### config.mk
export PLATFORM = sky130hd
export DESIGN_NAME = pll_reset_sequencer
export DESIGN_NICKNAME = d
export VERILOG_FILES = /design/src/rtl/pll_reset_sequencer.sv
export SDC_FILE = /design/constraint.sdc
export NUM_CORES = 1
export LEC_CHECK = 0
export ABC_AREA = 0
export ABC_CLOCK_PERIOD_IN_PS = 2840
export BUFFER_PORTS_ARGS = -buffer_cell sky130_fd_sc_hd__buf_2
export CORE_UTILIZATION = 45
export CTS_CLUSTER_DIAMETER = 50
export CTS_CLUSTER_SIZE = 8
export DETAILED_ROUTE_END_ITERATION = 7
export HOLD_SLACK_MARGIN = 0.12
export PLACE_DENSITY_LB_ADDON = 0.3
export SLEW_MARGIN = 25
export SYNTH_ARGS = -nofsm -noshare
export SYNTH_HDL_FRONTEND = slang
export SYNTH_SLANG_ARGS = --single-unit
export TNS_END_PERCENT = 30
### constraint.sdc
create_clock -name clock -period 2.84 [get_ports clock]
set_clock_uncertainty 0.2 [all_clocks]
set_input_delay 0.284 -clock clock [delete_from_list [all_inputs] [get_ports clock]]
set_output_delay 0.284 -clock clock [all_outputs]
set_load 0.02 [all_outputs]
### src/rtl/pll_reset_sequencer.sv
// pll_reset_sequencer
//   Holds the downstream clock domain in reset until the PLL has reported lock
//   continuously for STABLE_CYCLES cycles, then keeps the reset asserted for a
//   further HOLD_CYCLES cycles before releasing it. Lock loss while running
//   re-enters the sequence and is counted; software can request a re-reset.
//
// Ports
//   clock      in   PLL output clock of the consuming domain (sole clock)
//   resetn     in   synchronous active-low reset
//   locked     in   PLL lock indicator, asynchronous to clock
//   sw_reset   in   single-cycle software re-reset request (honoured in RUN)
//   rst_out_n  out  registered active-low reset for the clock domain
//   ready      out  registered, high only in RUN
//   state      out  FSM state: 0 WAIT_LOCK, 1 STABILIZE, 2 HOLD, 3 RUN
//   loss_count out  saturating count of lock losses seen in RUN

module pll_reset_sequencer #(
    parameter int unsigned STABLE_CYCLES = 1024,
    parameter int unsigned HOLD_CYCLES   = 16
) (
    input  logic       clock,
    input  logic       resetn,
    input  logic       locked,
    input  logic       sw_reset,
    output logic       rst_out_n,
    output logic       ready,
    output logic [1:0] state,
    output logic [7:0] loss_count
);

    localparam logic [1:0] WAIT_LOCK = 2'd0;
    localparam logic [1:0] STABILIZE = 2'd1;
    localparam logic [1:0] HOLD      = 2'd2;
    localparam logic [1:0] RUN       = 2'd3;

    localparam logic [15:0] STABLE_LAST = 16'(STABLE_CYCLES - 1);
    localparam logic [15:0] HOLD_LAST   = 16'(HOLD_CYCLES - 1);

    logic [1:0]  sync_q;
    logic        locked_s;
    logic [1:0]  state_q, state_d;
    logic [15:0] cnt_q, cnt_d;
    logic [7:0]  loss_q, loss_d;
    logic        rst_out_n_q;
    logic        ready_q;

    assign locked_s = sync_q[1];

    always_comb begin
        state_d = state_q;
        cnt_d   = cnt_q;
        loss_d  = loss_q;
        case (state_q)
            WAIT_LOCK: begin
                cnt_d = '0;
                if (locked_s) begin
                    state_d = STABILIZE;
                end
            end
            STABILIZE: begin
                if (!locked_s) begin
                    state_d = WAIT_LOCK;
                    cnt_d   = '0;
                end else if (cnt_q == STABLE_LAST) begin
                    state_d = HOLD;
                    cnt_d   = '0;
                end else begin
                    cnt_d = cnt_q + 16'd1;
                end
            end
            HOLD: begin
                if (!locked_s) begin
                    state_d = WAIT_LOCK;
                    cnt_d   = '0;
                end else if (cnt_q == HOLD_LAST) begin
                    state_d = RUN;
                    cnt_d   = '0;
                end else begin
                    cnt_d = cnt_q + 16'd1;
                end
            end
            RUN: begin
                cnt_d = '0;
                // Lock loss outranks a simultaneous software request.
                if (!locked_s) begin
                    state_d = WAIT_LOCK;
                    if (loss_q != 8'hFF) begin
                        loss_d = loss_q + 8'd1;
                    end
                end else if (sw_reset) begin
                    state_d = HOLD;
                end
            end
            default: begin
                state_d = WAIT_LOCK;
                cnt_d   = '0;
            end
        endcase
    end

    always_ff @(posedge clock) begin
        if (!resetn) begin
            sync_q      <= '0;
            state_q     <= WAIT_LOCK;
            cnt_q       <= '0;
            loss_q      <= '0;
            rst_out_n_q <= 1'b0;
            ready_q     <= 1'b0;
        end else begin
            sync_q      <= {sync_q[0], locked};
            state_q     <= state_d;
            cnt_q       <= cnt_d;
            loss_q      <= loss_d;
            // Decoded from the next state so the outputs move on the same
            // edge as state, without a combinational path to the pins.
            rst_out_n_q <= (state_d == RUN);
            ready_q     <= (state_d == RUN);
        end
    end

    assign rst_out_n  = rst_out_n_q;
    assign ready      = ready_q;
    assign state      = state_q;
    assign loss_count = loss_q;

endmodule

==> summary.txt <==
Run status
  – Status: complete, no violations

Setup path
  – Crit start category: flip-flop
  – Worst EP required: around 2.8 ns
  – Critical Path Fanout Max: 16
  – Crit path capture type: flip-flop
  – WS Path Type: flip-flop to flip-flop
  – CP Data Arrival Time: roughly 2.1 ns

Detailed routing
  – Post-route DRC: 0
  – Routed Antenna Nets: 0
  – Vias per cell: approximately 5.7
  – DR iter-0 viols: 66
  – Routed wire length: between 2000 and 3000 µm
  – WL/cell: around 12 µm
  – Via count of the routed design: 1,162
  – TritonRoute pass-1 iters: 5

Yosys
  – Primary FF master, synth: dfxtp_1
  – Synth async-reset ratio: 0%
  – Largest family of logic cells by synthesized area: simple AND/OR/NAND/NOR gates
  – Mapped cell area: 0.00134 mm²
  – Mapped Avg Cell Area: just under 9 µm²
  – Sequential cell area fraction in the yosys report: around 43%
  – Top cells by count, synth: dfxtp_1, a21oi_1, nand2_1
  – Syn Inst Count: around 150
  – Synth warn: 0
  – Synth area leader: dfxtp_1
  – Adder-cell share of the synthesized area: 1.86%
  – Seq cells post-synth: 29
  – Top cells by area, synth: dfxtp_1, a21oi_1, xor2_1
  – EDFF count, synth: 0
  – Compound-Gate Fraction of Synth Area: between 10 and 15%
  – Synth cell types: 36
  – Fraction of the mapped netlist area in simple logic gates: roughly 26%
  – Syn nets: between 150 and 200
  – Synth top area share: a little over two fifths
  – Mux cell area share after synthesis: between 2 and 2.5%
  – Most frequent cell after synthesis: dfxtp_1
  – Xor-xnor portion of the synthesized cell area: 9.78%

STA
  – Hold Fails Final Rpt: 0
  – Final Max Tran Viols: 0
  – Relative slew slack: between 50% and 60%
  – Final hold slack: between 0.2 and 0.3 ns
  – Clock period minus final worst setup slack: about 2.1 ns
  – Worst-Margin Slew: 0.621 ns
  – Final TNS setup: 0 ns
  – RSZ-0062 raised after global routing: no
  – Max Fclk: around 470 MHz
  – Final period utilization: between 70 and 80%
  – Setup-failing EPs final: 0

Cells and area
  – Final Non-Filler Cells: just over 200
  – Ant. Diodes: 0
  – Reg area: slightly below 600 µm²
  – Final nets: roughly 180
  – Share of cells above drive strength 1: 15.5%
  – Footprint of the multi-input gates: slightly above 700 µm²
  – Layout filler cell count: around 260
  – Synthesis-to-layout area growth: 13.0%

Place
  – Cells after DPL: around 190
  – Port bufs: 15
  – Post-detail-place hpwl: approximately 1800 µm
  – Gpl congestion: between 0.8 and 0.9

Global route
  – GRT Total Usage: 17.8%
  – GR Overflow Total: 0
  – Vias in the first global route: 1,030
  – Initial antenna violation count: 0
  – Largest net degree at the start of global routing: 17
  – Global-route wire length before repair: 4310 µm

Clock network
  – Clk_lat worst skew: between 0.3 and 0.4 ns
  – Clock buffer depth: 2
  – TritonCTS Sinks: 29
  – Clk pin slew, worst setup/hold paths: roughly 0.080 ns
  – CTS tree: done
  – H-tree levels: 2
  – Postcts setup bufs: 0
  – CTS buffer count: 5
  – Clock Tree Root: clkbuf_4

Power
  – Sw Share: 21.1%
  – Combinational Power Share: ~2%
  – P per Cell Area: between 400 and 500 mW/mm²
  – Pleak: about 0.55 nW
  – Clock Power Share: a little over a third
  – Seq pwr share: 62.8%
  – Peak VDD IR: ~0.32 mV
  – Psw: between 0.1 and 0.15 mW
  – Internal power: between 0.5 and 0.6 mW

Floorplan
  – Ports: 16
  – Die area: 0.00321 mm²
  – Initial cell density of the core: between 40% and 50%
  – CORE AREA: between 0.002 and 0.003 mm²
  – DIE HEIGHT: roughly 57 µm
  – Rows: 19
  – Die Span X: between 50 and 60 µm

Hold path
  – Worst hold path type: flip-flop to flip-flop

Job
  – Max Cap Viol: 0
==> path summary, 6_finish.rpt <==
kind / from / endpoint / slack [ns] / cells past startpoint
hold reg to reg: sync_q[0] / sync_q[1] / 0.26 / 1
setup / recovery: cnt_q[0] / cnt_q[15] / 0.73 / 5
hold / removal: sync_q[0] / sync_q[1] / 0.26 / 1
setup reg to reg: cnt_q[0] / cnt_q[15] / 0.73 / 5
==> final cells by class <==
| type | count | area share, % |
|---|---|---|
| multi-input cells | 115 | 47.7 |
| flip-flops and latches | 29 | 38.2 |
| repair buffers | 19 | 7.58 |
| clock buffers | 8 | 3.21 |
| well taps | 31 | 2.55 |
| inverters | 3 | 0.741 |
==> placed cells by master, fill, tap and decap left out, types with 2 or more instances in the layout <==
master | netlist | final
dfxtp_1 | 29 | 29
a21oi_1 | 17 | 17
buf_2 | 1 | 15
nand2_1 | 12 | 12
nor2_1 | 11 | 11
xor2_1 | 9 | 9
nand3_1 | 8 | 8
nand4_1 | 8 | 8
xnor2_1 | 6 | 6
clkbuf_4 | 0 | 5
nor4_1 | 4 | 4
nor3_1 | 4 | 4
and2_1 | 4 | 4
o21ai_0 | 4 | 4
dlygate4sd3_1 | 0 | 4
and4_1 | 3 | 3
inv_1 | 3 | 3
clkbuf_1 | 0 | 3
and3_1 | 2 | 2
o31ai_1 | 2 | 2
or3_1 | 2 | 2
mux2i_1 | 2 | 2
ha_1 | 2 | 2
==> power groups by stage <==
stage          Combinational [mW]  Clock (mW)  Sequential (mW)
4_1_cts                    0.0129       0.239            0.409
2_1_floorplan             0.00417           0            0.419
3_5_place_dp              0.00870           0            0.419
6_report                   0.0130       0.229            0.409
5_1_grt                    0.0142       0.254            0.410
3_3_place_gp              0.00854           0            0.419
==> logic make-up after synthesis <==
logic type | after synthesis
adder cells (fa/ha/maj) | 2
AO/OA/AOI/OAI | 32
multiplexers | 3
buffers and inverters | 7
flip-flops | 29
XOR/XNOR | 15
AND/OR/NAND/NOR | 63
==> per-layer routing <==
layer | track usage, % | vias to the layer above | share of wire, %
li1 | - | 586 | -
met1 | 21.8 | 541 | 49
met2 | 26.1 | 30 | 44
met3 | 8.53 | 5 | 5.3
met4 | 8.36 | 0 | 1.5
met5 | 0 | - | 0
==> registers in the layout, summed over array words and instances, names as in the netlist <==
signal	count
state	2
sync_q	2
ready	1
cnt_q	16
loss_count	8
==> stage by stage <==
step / util (%) / area (µm²) / power [mW] / setup WS, ns
2_1_floorplan: - / 1340 / 0.423 / 1.02
3_3_place_gp: 51.4 / 1430 / 0.427 / 0.832
3_5_place_dp: 51.4 / 1430 / 0.427 / 0.763
4_1_cts: 54.6 / 1520 / 0.661 / 0.757
5_1_grt: 54.6 / 1520 / 0.678 / 0.527
6_report: 54.6 / 1520 / 0.651 / 0.729
==> worst max-delay path: stages (launching register included) <==
cell     delay [ns]
dfxtp_1        0.37
ha_1           0.20
and4_1         0.31
nand3_2        0.15
o21ai_2        0.53
a22oi_1        0.19
==> timing repair <==
item	in CTS	in global routing
hold endpoints to repair	5	0
resized for setup	0	0
hold buffers	4	0
No activity file was read; power rests on OpenSTA's default activity.
